$ cat config.mk
export PLATFORM = sky130hd
export DESIGN_NAME = lagarto_reset_sequencer
export DESIGN_NICKNAME = d
export VERILOG_FILES = /design/src/rtl/lagarto_reset_sequencer.sv
export SDC_FILE = /design/constraint.sdc
export NUM_CORES = 1
export LEC_CHECK = 0
export ABC_AREA = 1
export BUFFER_PORTS_ARGS = -buffer_cell sky130_fd_sc_hd__buf_4
export CAP_MARGIN = 20
export CORE_AREA = 4 4 226 228
export CTS_BUF_LIST = sky130_fd_sc_hd__clkbuf_16
export DETAILED_ROUTE_END_ITERATION = 10
export DIE_AREA = 0 0 230 232
export HOLD_SLACK_MARGIN = 0.06
export SLEW_MARGIN = 30
export SYNTH_ARGS = -nofsm -noshare
export SYNTH_HDL_FRONTEND = slang
export SYNTH_SLANG_ARGS = --single-unit
$ cat constraint.sdc
create_clock -name clk_i -period 3.76 [get_ports clk_i]
set_clock_uncertainty 0.15 [all_clocks]
set_input_delay 0.376 -clock clk_i [delete_from_list [all_inputs] [get_ports clk_i]]
set_output_delay 0.376 -clock clk_i [all_outputs]
set_load 0.05 [all_outputs]
$ cat src/rtl/lagarto_reset_sequencer.sv
// -----------------------------------------------------------------------------
// lagarto_reset_sequencer
//   Multi-hart reset/boot sequencer for the Lagarto tile. After rst_i drops,
//   all harts are held in reset for WAKE_CYCLES. The harts are then released
//   one at a time, STAGGER_CYCLES apart. After every hart is up, per-hart
//   soft-reset requests are served one at a time, lowest index first, with a
//   one-cycle ack pulse. Each hart also gets a boot address and a hart id.
//
// Ports
//   clk_i           core clock
//   rst_i           synchronous, active-high reset (restarts the whole sequence)
//   boot_base_i     boot address of hart 0
//   soft_rst_req_i  per-hart soft-reset request (level)
//   soft_rst_ack_o  per-hart one-cycle completion pulse
//   hart_rst_o      active-high reset to each core
//   boot_addr_o     hart k at [64k+:64] = boot_base_i + k*BOOT_STRIDE
//   hart_id_o       hart k at [64k+:64] = k
//   all_up_o        every hart released at least once since rst_i
//   dbg_hold_i      (only with LAGARTO_RSTSEQ_DBG_HOLD_EN) per-hart release hold
//
// Configuration macro
//   LAGARTO_RSTSEQ_DBG_HOLD_EN : adds dbg_hold_i. A staggered release is
//   deferred while its hart is held. A soft reset that ends while its hart is
//   held keeps that hart in reset, and the ack is issued on the release cycle.
// -----------------------------------------------------------------------------
module lagarto_reset_sequencer #(
   parameter int unsigned NUM_HARTS       = 4,
   parameter int unsigned WAKE_CYCLES     = 32768,
   parameter int unsigned STAGGER_CYCLES  = 16,
   parameter int unsigned SOFT_RST_CYCLES = 16,
   parameter logic [63:0] BOOT_STRIDE     = 64'h0
) (
   input  logic                      clk_i,
   input  logic                      rst_i,
   input  logic [63:0]               boot_base_i,
   input  logic [NUM_HARTS-1:0]      soft_rst_req_i,
`ifdef LAGARTO_RSTSEQ_DBG_HOLD_EN
   input  logic [NUM_HARTS-1:0]      dbg_hold_i,
`endif
   output logic [NUM_HARTS-1:0]      soft_rst_ack_o,
   output logic [NUM_HARTS-1:0]      hart_rst_o,
   output logic [NUM_HARTS*64-1:0]   boot_addr_o,
   output logic [NUM_HARTS*64-1:0]   hart_id_o,
   output logic                      all_up_o
);

   localparam int unsigned MAX_AB = (WAKE_CYCLES > STAGGER_CYCLES) ? WAKE_CYCLES : STAGGER_CYCLES;
   localparam int unsigned MAX_C  = (MAX_AB > SOFT_RST_CYCLES) ? MAX_AB : SOFT_RST_CYCLES;
   localparam int unsigned CNT_W  = $clog2(MAX_C + 1);
   localparam int unsigned IDX_W  = (NUM_HARTS > 1) ? $clog2(NUM_HARTS) : 1;

   localparam logic [CNT_W-1:0] WAKE_LAST = CNT_W'(WAKE_CYCLES - 1);
   localparam logic [CNT_W-1:0] STAG_LAST = CNT_W'(STAGGER_CYCLES - 1);
   localparam logic [CNT_W-1:0] SOFT_LAST = CNT_W'(SOFT_RST_CYCLES - 1);
   localparam logic [IDX_W-1:0] LAST_HART = IDX_W'(NUM_HARTS - 1);

   typedef enum logic [1:0] {S_WAKE, S_STAGGER, S_RUN} state_t;

   state_t                r_state,    w_state_nxt;
   logic [CNT_W-1:0]      r_cnt,      w_cnt_nxt;
   logic [IDX_W-1:0]      r_idx,      w_idx_nxt;
   logic [NUM_HARTS-1:0]  r_hart_rst, w_hart_rst_nxt;
   logic [NUM_HARTS-1:0]  r_ack,      w_ack_nxt;
   logic [NUM_HARTS-1:0]  r_armed,    w_armed_nxt;
   logic                  r_sr_act,   w_sr_act_nxt;
   logic [IDX_W-1:0]      r_sr_idx,   w_sr_idx_nxt;
   logic                  r_all_up,   w_all_up_nxt;

   logic [NUM_HARTS-1:0]  w_hold;
   logic [NUM_HARTS-1:0]  w_pend;
   logic [IDX_W-1:0]      w_pick;

`ifdef LAGARTO_RSTSEQ_DBG_HOLD_EN
   assign w_hold = dbg_hold_i;
`else
   assign w_hold = '0;
`endif

   // A request is eligible only while armed; armed drops when the hart's
   // soft reset completes and returns once the request is seen low, so a
   // held-high request is served exactly once.
   assign w_pend = soft_rst_req_i & r_armed;

   // Lowest eligible index wins.
   always_comb begin
      w_pick = '0;
      for (int k = NUM_HARTS - 1; k >= 0; k--) begin
         if (w_pend[k]) w_pick = IDX_W'(k);
      end
   end

   always_comb begin
      w_state_nxt    = r_state;
      w_cnt_nxt      = r_cnt;
      w_idx_nxt      = r_idx;
      w_hart_rst_nxt = r_hart_rst;
      w_ack_nxt      = '0;
      w_armed_nxt    = r_armed | ~soft_rst_req_i;
      w_sr_act_nxt   = r_sr_act;
      w_sr_idx_nxt   = r_sr_idx;
      w_all_up_nxt   = r_all_up;

      case (r_state)
         S_WAKE: begin
            if (r_cnt == WAKE_LAST) begin
               w_state_nxt = S_STAGGER;
               w_cnt_nxt   = '0;
               w_idx_nxt   = '0;
            end else begin
               w_cnt_nxt = r_cnt + 1'b1;
            end
         end

         S_STAGGER: begin
            // Release happens in the cnt==0 slot; a held hart freezes the
            // slot so the remaining spacing is preserved after the hold.
            if (r_cnt == '0 && w_hold[r_idx]) begin
               w_cnt_nxt = '0;
            end else begin
               if (r_cnt == '0) w_hart_rst_nxt[r_idx] = 1'b0;
               if (r_cnt == '0 && r_idx == LAST_HART) begin
                  w_state_nxt = S_RUN;
                  w_cnt_nxt   = '0;
               end else if (r_cnt == STAG_LAST) begin
                  w_idx_nxt = r_idx + 1'b1;
                  w_cnt_nxt = '0;
               end else begin
                  w_cnt_nxt = r_cnt + 1'b1;
               end
            end
         end

         S_RUN: begin
            w_all_up_nxt = 1'b1;
            if (r_sr_act) begin
               if (r_cnt == SOFT_LAST) begin
                  // Counter parks at the last value while the hart is held.
                  if (!w_hold[r_sr_idx]) begin
                     w_hart_rst_nxt[r_sr_idx] = 1'b0;
                     w_ack_nxt[r_sr_idx]      = 1'b1;
                     w_armed_nxt[r_sr_idx]    = 1'b0;
                     w_sr_act_nxt             = 1'b0;
                  end
               end else begin
                  w_cnt_nxt = r_cnt + 1'b1;
               end
            end else if (|w_pend) begin
               w_sr_act_nxt           = 1'b1;
               w_sr_idx_nxt           = w_pick;
               w_cnt_nxt              = '0;
               w_hart_rst_nxt[w_pick] = 1'b1;
            end
         end

         default: begin
            w_state_nxt = S_WAKE;
            w_cnt_nxt   = '0;
         end
      endcase
   end

   always_ff @(posedge clk_i) begin
      if (rst_i) begin
         r_state    <= S_WAKE;
         r_cnt      <= '0;
         r_idx      <= '0;
         r_hart_rst <= '1;
         r_ack      <= '0;
         r_armed    <= '1;
         r_sr_act   <= 1'b0;
         r_sr_idx   <= '0;
         r_all_up   <= 1'b0;
      end else begin
         r_state    <= w_state_nxt;
         r_cnt      <= w_cnt_nxt;
         r_idx      <= w_idx_nxt;
         r_hart_rst <= w_hart_rst_nxt;
         r_ack      <= w_ack_nxt;
         r_armed    <= w_armed_nxt;
         r_sr_act   <= w_sr_act_nxt;
         r_sr_idx   <= w_sr_idx_nxt;
         r_all_up   <= w_all_up_nxt;
      end
   end

   // Boot address tracks boot_base_i while the hart sits in reset and is
   // frozen while the hart runs, so a core never sees it move under it.
   for (genvar k = 0; k < NUM_HARTS; k++) begin : g_hart
      localparam logic [63:0] OFFS = 64'(k) * BOOT_STRIDE;
      logic [63:0] r_boot;

      always_ff @(posedge clk_i) begin
         if (rst_i || r_hart_rst[k]) r_boot <= boot_base_i + OFFS;
      end

      assign boot_addr_o[64*k +: 64] = r_boot;
      assign hart_id_o[64*k +: 64]   = 64'(k);
   end

   assign hart_rst_o     = r_hart_rst;
   assign soft_rst_ack_o = r_ack;
   assign all_up_o       = r_all_up;

endmodule

==> flow_metrics.env, run 1 <==
export IMPL_avgViaCountPerCell=3.65
export IMPL_p_leak_nw=6.76
export IMPL_ys_top_cells_by_area="sky130_fd_sc_hd__edfxtp_1 66%, sky130_fd_sc_hd__buf_4 16%, sky130_fd_sc_hd__dfxtp_1 6.1%, sky130_fd_sc_hd__nand2_1 2.2%, sky130_fd_sc_hd__nand3_1 1.5%"
export IMPL_rsz_0062_raised_after_global_routing="false"
export IMPL_slowest_stage="sky130_fd_sc_hd__nor2_2"
export IMPL_hpwlAfterDp_um=24200
export IMPL_report_final_slew_viol_count=0
export IMPL_synth_distinct_cells=31
export IMPL_clk_pin_slew_worst_paths_ns=0.06
export IMPL_finalCoreUtilization=0.320
export IMPL_grt_antenna_before_repair=6
export IMPL_cp_cell_sequence="inv_2, nor2_2, inv_1, nor2_4, nand2_4, nand3_1, nand2_2, a21oi_1"
export IMPL_number_of_global_route_vias_before_repair=6654
export IMPL_synth_enable_flop_cells=256
export IMPL_slowest_delay_ns=0.43
export IMPL_via_count=7079
export IMPL_number_of_endpoints_with_negative_hold_slack_in_the_final_report=0
export IMPL_arrival_ns=2.60
export IMPL_yosys_area_top_type_share=0.655
export IMPL_cts_repair_resize_count=0
export IMPL_grt_max_degree=65
export IMPL_report_final_setup_viol=0
export IMPL_starting_density_of_the_core=0.240
export IMPL_route_detailed_wl_per_inst_um=16.3
export IMPL_syn_instance_count=830
export IMPL_clock_tree_htree_level_count=1
export IMPL_netlist_area_um2=11700
export IMPL_power_frac_clock=0.323
export IMPL_worstMarginPinSlew_ns=0.705
export IMPL_rows=81
export IMPL_pwr_share_comb=0.198
export IMPL_finalSetupTns_ns=0
export IMPL_synth_seq_area_share=0.717
export IMPL_ys_warn_count=0
export IMPL_powerDensity_nw_per_um2=496
export IMPL_avgSynthCellArea_um2=14.1
export IMPL_start_kind="flop"
export IMPL_seqPwrFrac=0.480
export IMPL_area_growth_syn_to_layout_pct=33.3
export IMPL_dieHeight_um=232
export IMPL_drt_initial_drc_count=516
export IMPL_clock_fmax_mhz=436
export IMPL_critPathMaxFanout=21
export IMPL_numCtsBuffers=27
export IMPL_max_clock_path_buffers=3
export IMPL_drt_wl_total_um=31600
export IMPL_dr_pass1_iters=5
export IMPL_die_width_um=230
export IMPL_worstSkewPairLatency_ns=0.53
export IMPL_power_switching_share=0.314
export IMPL_grt_overflow_total=0
export IMPL_synth_async_sr_flop_share=0
export IMPL_hold_path_class="flop to flop"
export IMPL_floorplan_die_area_um2=53400
export IMPL_final_period_utilization=0.609
export IMPL_net_switching_power_mw=2.44
export IMPL_worstPathRequired_ns=4.07
export IMPL_outcome="complete, no violations"
export IMPL_dominantRegCellSynth="sky130_fd_sc_hd__edfxtp_1"
export IMPL_setup_worst_path_end_class="flop"
export IMPL_finalWorstPathRequiredPeriod_ns=2.29
export IMPL_first_pass_grt_wire_length_um=43400
export IMPL_grt_usage=0.107
export IMPL_slew_limit_headroom=0.530
export IMPL_worstSetupPathType="flop to flop"
export IMPL_tritoncts="done"
export IMPL_intPower_mw=5.33
export IMPL_ys_seq_elements=292
export IMPL_layout_drive_gt1_share=0.313
export IMPL_synth_top_cell_by_area="sky130_fd_sc_hd__edfxtp_1"
export IMPL_cts_sink_count=292
export IMPL_core_area_um2=48800
export IMPL_ant_nets=0
export IMPL_io_pins=591
export IMPL_num_nets_final=1333
export IMPL_cts_root_buf="sky130_fd_sc_hd__clkbuf_16"
export IMPL_irDropWorstVdd_v=0.000286
export IMPL_port_buffer_count=334
export IMPL_drcViolationCount=0
export IMPL_maxCapViolations=0
export IMPL_final_replace_weighted_congestion=0.819
layout make-up:
cell class	count	area (um2)
antenna	2	5.00
clock buffer	27	676
clock inverter	21	134
fill	4803	33200
inverter	39	146
multi-input combinational	491	2180
sequential	292	8410
tap	664	831
timing repair buffer	406	3260
path summary, 6_finish.rpt:
path / slack (ns) / endpoint / from / depth (start not counted)
worst max register to register: 1.47 / r_cnt[0] / r_state[1] / 8
worst max-delay path: 1.47 / r_cnt[0] / r_state[1] / 8
worst min register to register: 0.33 / r_armed[0] / r_armed[0] / 2
worst min-delay path: 0.33 / r_armed[0] / r_armed[0] / 2
worst max-delay path: cells and delay by family (launching register included):
| family | cells | cell delay (ns) |
|---|---|---|
| AO/OA/AOI/OAI | 1 | 0.18 |
| AND/OR/NAND/NOR | 5 | 1.15 |
| flip-flops | 1 | 0.40 |
| buffers and inverters | 2 | 0.34 |
per-stage QoR:
step                      area (um2)  cells  hold WS, ns  total power [mW]  worst slack, ns
after floorplan                12700   1084        0.299              5.09             1.06
after global placement         14100   1823        0.310              5.25             1.53
after detailed placement       14100   1823        0.325              5.26             1.45
after CTS                      15600   1940        0.334              7.84             1.43
after global routing           15600   1942        0.353              8.03             1.29
final                          15600   1942        0.331              7.76             1.47
cells in the mapped netlist, types with 6 or more instances:
cell,count
sky130_fd_sc_hd__nand2_2,6
sky130_fd_sc_hd__nand3_1,36
sky130_fd_sc_hd__o21ai_0,8
sky130_fd_sc_hd__nor3_1,6
sky130_fd_sc_hd__nand2_1,70
sky130_fd_sc_hd__or2_2,6
sky130_fd_sc_hd__nand4_1,7
sky130_fd_sc_hd__ha_1,6
sky130_fd_sc_hd__xor2_1,7
sky130_fd_sc_hd__a21oi_1,18
sky130_fd_sc_hd__nor2_1,45
sky130_fd_sc_hd__buf_4,256
sky130_fd_sc_hd__edfxtp_1,256
sky130_fd_sc_hd__dfxtp_1,36
sky130_fd_sc_hd__inv_1,38
power groups by stage:
stage | Sequential [mW] | Clock [mW] | Combinational, mW
CTS | 3.72 | 2.58 | 1.53
floorplan | 4.31 | 0 | 0.782
global placement | 3.79 | 0 | 1.46
finish | 3.72 | 2.51 | 1.53
detailed placement | 3.79 | 0 | 1.47
global route | 3.74 | 2.72 | 1.58
metal layers:
metal,vias up,track usage,part of all wire
met5,-,0,0.00022
met4,2,0.0336,0.028
met3,45,0.0346,0.11
met2,454,0.194,0.52
met1,3387,0.119,0.34
li1,3191,-,-
layout by cell type, fill, tap and decap left out, types with 2 or more instances in the layout:
cell	n
sky130_fd_sc_hd__a32oi_1	2
sky130_fd_sc_hd__buf_12	3
sky130_fd_sc_hd__dfxtp_1	36
sky130_fd_sc_hd__nor2_2	2
sky130_fd_sc_hd__clkinv_1	2
sky130_fd_sc_hd__nor2_1	45
sky130_fd_sc_hd__ha_1	6
sky130_fd_sc_hd__a21oi_1	18
sky130_fd_sc_hd__conb_1	256
sky130_fd_sc_hd__o21ai_0	8
sky130_fd_sc_hd__inv_6	2
sky130_fd_sc_hd__nand2_1	69
sky130_fd_sc_hd__nand2_2	6
sky130_fd_sc_hd__clkinv_2	4
sky130_fd_sc_hd__edfxtp_1	256
sky130_fd_sc_hd__nand2_4	3
sky130_fd_sc_hd__buf_4	334
sky130_fd_sc_hd__nand3_1	36
sky130_fd_sc_hd__inv_1	46
sky130_fd_sc_hd__or2_2	3
sky130_fd_sc_hd__nand4_1	7
sky130_fd_sc_hd__o21ai_1	2
sky130_fd_sc_hd__nor2_4	4
sky130_fd_sc_hd__xor2_1	7
sky130_fd_sc_hd__dlygate4sd3_1	69
sky130_fd_sc_hd__clkbuf_16	27
sky130_fd_sc_hd__nor3_1	6
sky130_fd_sc_hd__diode_2	2
sky130_fd_sc_hd__clkinvlp_4	2
sky130_fd_sc_hd__or2_4	3
sky130_fd_sc_hd__a31oi_1	2
timing repair:
item / 4_1_cts / 5_1_grt
hold endpoints to repair: 270 / 0
hold buffers: 69 / 0
setup buffers: 0 / 0
registers in the layout (all words and copies together) (netlist names), 2 cells and up:
register and cells:
g_hart.r_boot 256, hart_rst_o 4, r_armed 4, r_cnt 16, r_idx 2, r_sr_idx 2
r_state 2, soft_rst_ack_o 4
logic make-up after synthesis:
logic type / count (synthesis) / synth area share
buffers and inverters: 301 / 0.180
AND/OR/NAND/NOR: 188 / 0.0747
other: 2 / 0.000640
flip-flops: 292 / 0.717
AO/OA/AOI/OAI: 34 / 0.0159
adder cells (fa/ha/maj): 6 / 0.00640
XOR/XNOR: 7 / 0.00523
No activity file was read; power rests on OpenSTA's default activity.
==> run 2, diff against run 1 <==
Settings changed: CORE_AREA 4 4 226 228 to 4 4 227 229, DIE_AREA 0 0 230 232 to 0 0 231 233.
Clock period 3.76 ns to 2.14 ns, I/O delays scaled along.
==> run 2 against run 1 <==
Largest cell class unchanged. Critical path depth rose by 2. Die area rose by 0.87%. Non-clock buffer count rose by 19. Clock power rose by 98%. Setup slack got worse by 1.3 ns. Design area rose by 2.4%. Largest power group unchanged. First-iteration DRC count fell by 22%. Total power rose by 83%. Sequential cell count did not move. Register-to-register slack got worse by 1.3 ns. Via count fell by 0.78%.
==> flow_metrics.env, run 2 (same netlist as run 1, synthesis figures left out) <==
export IMPL_floorplan_die_area_um2=53800
export IMPL_max_clock_path_buffers=3
export IMPL_clock_fmax_mhz=514
export IMPL_r2r_start="r_cnt[1]"
export IMPL_rows=82
export IMPL_largest_registers="g_hart.r_boot (256), r_cnt (16)"
export IMPL_worstPathRequired_ns=2.44
export IMPL_drt_initial_drc_count=405
export IMPL_start_kind="flop"
export IMPL_arrival_ns=2.25
export IMPL_irDropWorstVdd_v=0.000455
export IMPL_dieHeight_um=233
export IMPL_slowest_stage="sky130_fd_sc_hd__dfxtp_1"
export IMPL_number_of_endpoints_with_negative_hold_slack_in_the_final_report=0
export IMPL_critPathMaxFanout=10
export IMPL_core_area_um2=49700
export IMPL_port_buffer_count=334
export IMPL_cts_root_buf="sky130_fd_sc_hd__clkbuf_16"
export IMPL_io_pins=591
export IMPL_num_nets_final=1355
export IMPL_timing_critical_path_buf_inv=2
export IMPL_final_common_cell="sky130_fd_sc_hd__buf_4"
export IMPL_first_pass_grt_wire_length_um=41800
export IMPL_hold_path_class="primary input to flop"
export IMPL_largest_register="g_hart.r_boot"
export IMPL_clk_pin_slew_worst_paths_ns=0.06
export IMPL_most_used_cells_in_the_layout_excluding_fill_and_tap_cells="349 x sky130_fd_sc_hd__buf_4, 256 x sky130_fd_sc_hd__conb_1, 256 x sky130_fd_sc_hd__edfxtp_1"
export IMPL_slowest_delay_ns=0.38
export IMPL_placed_cells_incl_taps=1850
export IMPL_worstSkewPairLatency_ns=0.57
export IMPL_tritoncts="done"
export IMPL_worstSetupPathType="flop to flop"
export IMPL_final_replace_weighted_congestion=0.810
export IMPL_report_final_setup_viol=0
export IMPL_crit_path_end="r_cnt[0]"
export IMPL_drcViolationCount=0
export IMPL_route_detailed_wl_per_inst_um=15.5
export IMPL_p_leak_nw=6.94
export IMPL_final_period_utilization=0.909
export IMPL_timing_reg2reg_worst_path_depth=10
export IMPL_fin_cells=1977
export IMPL_report_final_slew_viol_count=0
export IMPL_area_growth_syn_to_layout_pct=36.5
export IMPL_grt_antenna_before_repair=5
export IMPL_dr_pass1_iters=5
export IMPL_maxCapViolations=0
export IMPL_post_cts_repair_setup_buffers=0
export IMPL_drt_wl_total_um=30700
export IMPL_hpwlAfterDp_um=23800
export IMPL_avgViaCountPerCell=3.55
export IMPL_layout_drive_gt1_share=0.329
export IMPL_die_width_um=231
export IMPL_grt_overflow_total=0
export IMPL_powerDensity_nw_per_um2=888
export IMPL_starting_density_of_the_core=0.236
export IMPL_reg2reg_to="r_cnt[0]"
export IMPL_timing_critical_path_from="r_cnt[1]"
export IMPL_largest_register_ffs=256
export IMPL_finalSetupTns_ns=0
export IMPL_cts_sink_count=292
export IMPL_finalWorstPathRequiredPeriod_ns=1.94
export IMPL_ff2ff_setup_slack_ns=0.20
export IMPL_crit_cells=10
export IMPL_number_of_global_route_vias_before_repair=6535
export IMPL_critPathTopFamily="simple AND/OR/NAND/NOR gates"
export IMPL_rsz_0062_raised_after_global_routing="false"
export IMPL_cp_cell_sequence="ha_1, inv_1, nor2_4, nand2_1, inv_1, nand3_2, a21oi_1, nand3_2, nand2_4, a21oi_1"
export IMPL_clock_tree_htree_level_count=1
export IMPL_grt_max_degree=37
export IMPL_outcome="complete, no violations"
export IMPL_ant_nets=0
export IMPL_numCtsBuffers=30
export IMPL_grt_usage=0.101
export IMPL_via_count=7024
export IMPL_setup_worst_path_end_class="flop"
-- run 2: cell types whose count changed in the layout (fill, tap and decap cells not counted), moves of 2 or more --
cell	delta
sky130_fd_sc_hd__buf_4	+15
sky130_fd_sc_hd__inv_1	-5
sky130_fd_sc_hd__clkinv_4	+2
sky130_fd_sc_hd__diode_2	+2
sky130_fd_sc_hd__clkinv_1	+4
sky130_fd_sc_hd__clkbuf_16	+3
sky130_fd_sc_hd__buf_12	+4
-- run 2: cell type report --
cell class / instances / area, um2
tap: 672 / 841
multi-input combinational: 491 / 2190
clock inverter: 24 / 211
antenna: 4 / 10.0
timing repair buffer: 425 / 3450
fill: 4919 / 33600
clock buffer: 30 / 751
inverter: 39 / 146
sequential: 292 / 8410
-- run 2: worst reg2reg max path: stages (launching register included) --
cell and delay [ns]:
sky130_fd_sc_hd__dfxtp_1 0.38, sky130_fd_sc_hd__ha_1 0.21, sky130_fd_sc_hd__inv_1 0.09, sky130_fd_sc_hd__nor2_4 0.12, sky130_fd_sc_hd__nand2_1 0.10, sky130_fd_sc_hd__inv_1 0.11, sky130_fd_sc_hd__nand3_2 0.11, sky130_fd_sc_hd__a21oi_1 0.22
sky130_fd_sc_hd__nand3_2 0.12, sky130_fd_sc_hd__nand2_4 0.14, sky130_fd_sc_hd__a21oi_1 0.07
-- run 2: stage by stage --
step	hold WS [ns]	instance area (um2)	power, mW	utilization	worst slack [ns]
after floorplan	0.155	12700	8.94	-	0.00699
after global placement	0.263	14300	9.22	0.289	0.234
after detailed placement	0.267	14300	9.24	0.289	0.102
after CTS	0.196	16000	14.4	0.322	0.0727
after global routing	0.203	16000	14.7	0.322	0.0153
final	0.243	16000	14.2	0.322	0.196
-- run 2: how the worst min path moves through the flow --
| stage | to | slack (ns) | depth (start not counted) | startpoint |
|---|---|---|---|---|
| 2_1_floorplan | soft_rst_ack_o[0] | 0.15 | 1 | rst_i |
| 6_report | g_hart[3].r_boot[62] | 0.24 | 2 | boot_base_i[62] |
| 3_5_place_dp | g_hart[3].r_boot[41] | 0.27 | 1 | boot_base_i[41] |
| 4_1_cts | g_hart[2].r_boot[60] | 0.20 | 2 | boot_base_i[60] |
| 5_1_grt | g_hart[1].r_boot[15] | 0.20 | 2 | boot_base_i[15] |
| 3_3_place_gp | g_hart[2].r_boot[5] | 0.26 | 1 | boot_base_i[5] |
-- run 2: layer usage --
| layer | vias up | wire [um] | global-route usage |
|---|---|---|---|
| met5 | - | 0 | 0 |
| met3 | 35 | 3740 | 0.0370 |
| li1 | 3241 | - | - |
| met1 | 3318 | 10900 | 0.116 |
| met4 | 0 | 514 | 0.0304 |
| met2 | 430 | 15500 | 0.178 |
-- run 2: where the power goes --
| group | internal [mW] | switching (mW) | total, mW |
|---|---|---|---|
| registers | 6.45 | 0.0917 | 6.54 |
| clock network | 2.82 | 2.16 | 4.98 |
| logic | 0.501 | 2.20 | 2.70 |
-- run 2: what timing repair did --
action,in CTS,in global routing
endpoints found under the hold margin,277,0
endpoints found under the setup margin,0,11
hold buffers,69,0
gates resized for setup,0,4
==> run 3, diff against run 2 <==
--- a/config.mk
+++ b/config.mk
@@ -14,4 +14,5 @@
 export DIE_AREA = 0 0 231 233
 export HOLD_SLACK_MARGIN = 0.06
+export PLACE_DENSITY = 0.54
 export SLEW_MARGIN = 30
 export SYNTH_ARGS = -nofsm -noshare
--- a/constraint.sdc
+++ b/constraint.sdc
@@ -3,3 +3,3 @@
 set_input_delay 0.214 -clock clk_i [delete_from_list [all_inputs] [get_ports clk_i]]
 set_output_delay 0.214 -clock clk_i [all_outputs]
-set_load 0.05 [all_outputs]
+set_load 0.01 [all_outputs]
==> run 3 against run 2 <==
Clock power increased by 11%. Critical path type unchanged. Sequential share of layout area is 0.25 points lower. Combinational power shrank 59%.
==> flow_metrics.env, run 3 (same netlist as run 1, synthesis figures left out) <==
export IMPL_outcome="complete, no violations"
export IMPL_grt_max_degree=38
export IMPL_worstPathRequired_ns=2.46
export IMPL_cts_sink_count=292
export IMPL_port_buffer_count=334
export IMPL_largest_register_ffs=256
export IMPL_final_replace_weighted_congestion=0.788
export IMPL_slowest_stage="sky130_fd_sc_hd__dfxtp_1"
export IMPL_clock_fmax_mhz=509
export IMPL_via_count=7100
export IMPL_max_clock_path_buffers=3
export IMPL_drt_initial_drc_count=401
export IMPL_slew_limit_headroom=0.648
export IMPL_drt_wl_total_um=31200
export IMPL_number_of_global_route_vias_before_repair=6522
export IMPL_arrival_ns=2.28
export IMPL_first_pass_grt_wire_length_um=42300
export IMPL_irDropWorstVdd_v=0.000552
export IMPL_numCtsBuffers=31
export IMPL_critPathTopFamily="simple AND/OR/NAND/NOR gates"
export IMPL_p_leak_nw=6.95
export IMPL_layout_drive_gt1_share=0.331
export IMPL_post_dp_cell_area_um2=14300
export IMPL_post_cts_repair_setup_buffers=0
export IMPL_finish_instance_area_um2=16100
export IMPL_setup_worst_path_end_class="flop"
export IMPL_nFillCells=4952
export IMPL_drcViolationCount=0
export IMPL_maxCapViolations=0
export IMPL_largest_register="g_hart.r_boot"
export IMPL_most_used_cells_in_the_layout_excluding_fill_and_tap_cells="349 x sky130_fd_sc_hd__buf_4, 256 x sky130_fd_sc_hd__conb_1, 256 x sky130_fd_sc_hd__edfxtp_1"
export IMPL_rsz_0062_raised_after_global_routing="false"
export IMPL_num_nets_final=1355
export IMPL_number_of_endpoints_with_negative_hold_slack_in_the_final_report=0
export IMPL_io_pins=591
export IMPL_report_final_slew_viol_count=0
export IMPL_worstSkewPairLatency_ns=0.58
export IMPL_report_final_setup_viol=0
export IMPL_tritoncts="done"
export IMPL_grt_overflow_total=0
export IMPL_starting_density_of_the_core=0.236
export IMPL_start_kind="flop"
export IMPL_finalSetupTns_ns=0
export IMPL_slowest_delay_ns=0.38
export IMPL_dieHeight_um=233
export IMPL_final_common_cell="sky130_fd_sc_hd__buf_4"
export IMPL_powerDensity_nw_per_um2=818
export IMPL_clk_pin_slew_worst_paths_ns=0.06
export IMPL_cp_cell_sequence="ha_1, inv_1, nor2_4, nand2_1, inv_1, nand3_2, a21oi_1, nand3_1, nand2_4, nor2_1"
export IMPL_avgViaCountPerCell=3.59
export IMPL_grt_antenna_before_repair=5
export IMPL_final_period_utilization=0.918
export IMPL_core_area_um2=49700
export IMPL_cts_root_buf="sky130_fd_sc_hd__clkbuf_16"
export IMPL_hpwlAfterDp_um=23900
export IMPL_route_detailed_wl_per_inst_um=15.8
export IMPL_largest_registers="g_hart.r_boot (256), r_cnt (16)"
export IMPL_area_growth_syn_to_layout_pct=37.1
export IMPL_die_width_um=231
export IMPL_critPathMaxFanout=10
export IMPL_grt_usage=0.103
export IMPL_worstMarginPinSlew_ns=0.528
export IMPL_ant_nets=0
export IMPL_hold_path_class="primary input to flop"
export IMPL_worstSetupPathType="flop to flop"
export IMPL_critPathMostFrequentCell="sky130_fd_sc_hd__inv_1"
export IMPL_clock_tree_htree_level_count=1
export IMPL_dr_pass1_iters=5
export IMPL_floorplan_die_area_um2=53800
export IMPL_finalWorstPathRequiredPeriod_ns=1.97
export IMPL_rows=82
export IMPL_timing_critical_path_buf_inv=2
run 3: area by class of cell:
class / count / area [um2] / share of cell area
flip-flops and latches: 292 / 8410 / 0.523
repair buffers: 424 / 3430 / 0.213
multi-input cells: 491 / 2190 / 0.136
well taps: 672 / 841 / 0.0523
clock buffers: 31 / 776 / 0.0482
clock inverters: 26 / 292 / 0.0181
inverters: 39 / 146 / 0.00910
diodes: 2 / 5.00 / 0.000311
run 3: final timing paths:
check,slack (ns),startpoint,cells past startpoint,end
worst max-delay path,0.17,r_cnt[0],10,r_cnt[15]
worst min-delay path,0.24,boot_base_i[18],2,g_hart[1].r_boot[18]
worst max register to register,0.17,r_cnt[0],10,r_cnt[15]
worst min register to register,0.33,r_armed[0],2,r_armed[0]
run 3: metal layers:
layer | vias to the layer above | global-route usage | wire length, um
met5 | - | 0 | 13
met4 | 2 | 0.0325 | 761
met3 | 52 | 0.0268 | 2890
met2 | 398 | 0.182 | 15800
met1 | 3399 | 0.122 | 11800
li1 | 3249 | - | -
run 3: metrics by stage:
step,cells,total power [mW],utilization,hold slack (ns),setup slack [ns]
2_1_floorplan,1084,7.36,-,0.155,0.238
3_3_place_gp,1849,7.64,0.288,0.266,0.198
3_5_place_dp,1849,7.65,0.288,0.267,0.131
4_1_cts,1975,13.3,0.324,0.198,0.100
5_1_grt,1977,13.7,0.324,0.199,0.0402
6_report,1977,13.2,0.324,0.236,0.175
run 3: worst register-to-register path, stage by stage, from the launching register on:
cell	delay, ns
sky130_fd_sc_hd__dfxtp_1	0.38
sky130_fd_sc_hd__ha_1	0.20
sky130_fd_sc_hd__inv_1	0.09
sky130_fd_sc_hd__nor2_4	0.13
sky130_fd_sc_hd__nand2_1	0.12
sky130_fd_sc_hd__inv_1	0.12
sky130_fd_sc_hd__nand3_2	0.12
sky130_fd_sc_hd__a21oi_1	0.19
sky130_fd_sc_hd__nand3_1	0.14
sky130_fd_sc_hd__nand2_4	0.15
sky130_fd_sc_hd__nor2_1	0.07
run 3: timing repair:
action / 4_1_cts / 5_1_grt
resized for setup: 0 / 2
hold endpoints to repair: 276 / 0
endpoints found under the setup margin: 0 / 10
hold buffers: 69 / 0
run 3: where the power goes:
| group | total [mW] | switching (mW) | leakage (nW) | internal [mW] |
|---|---|---|---|---|
| registers | 6.54 | 0.0941 | 3.00 | 6.45 |
| clock network | 5.52 | 2.25 | 0.507 | 3.27 |
| logic | 1.10 | 0.618 | 3.44 | 0.482 |
| total | 13.2 | 2.96 | 6.95 | 10.2 |
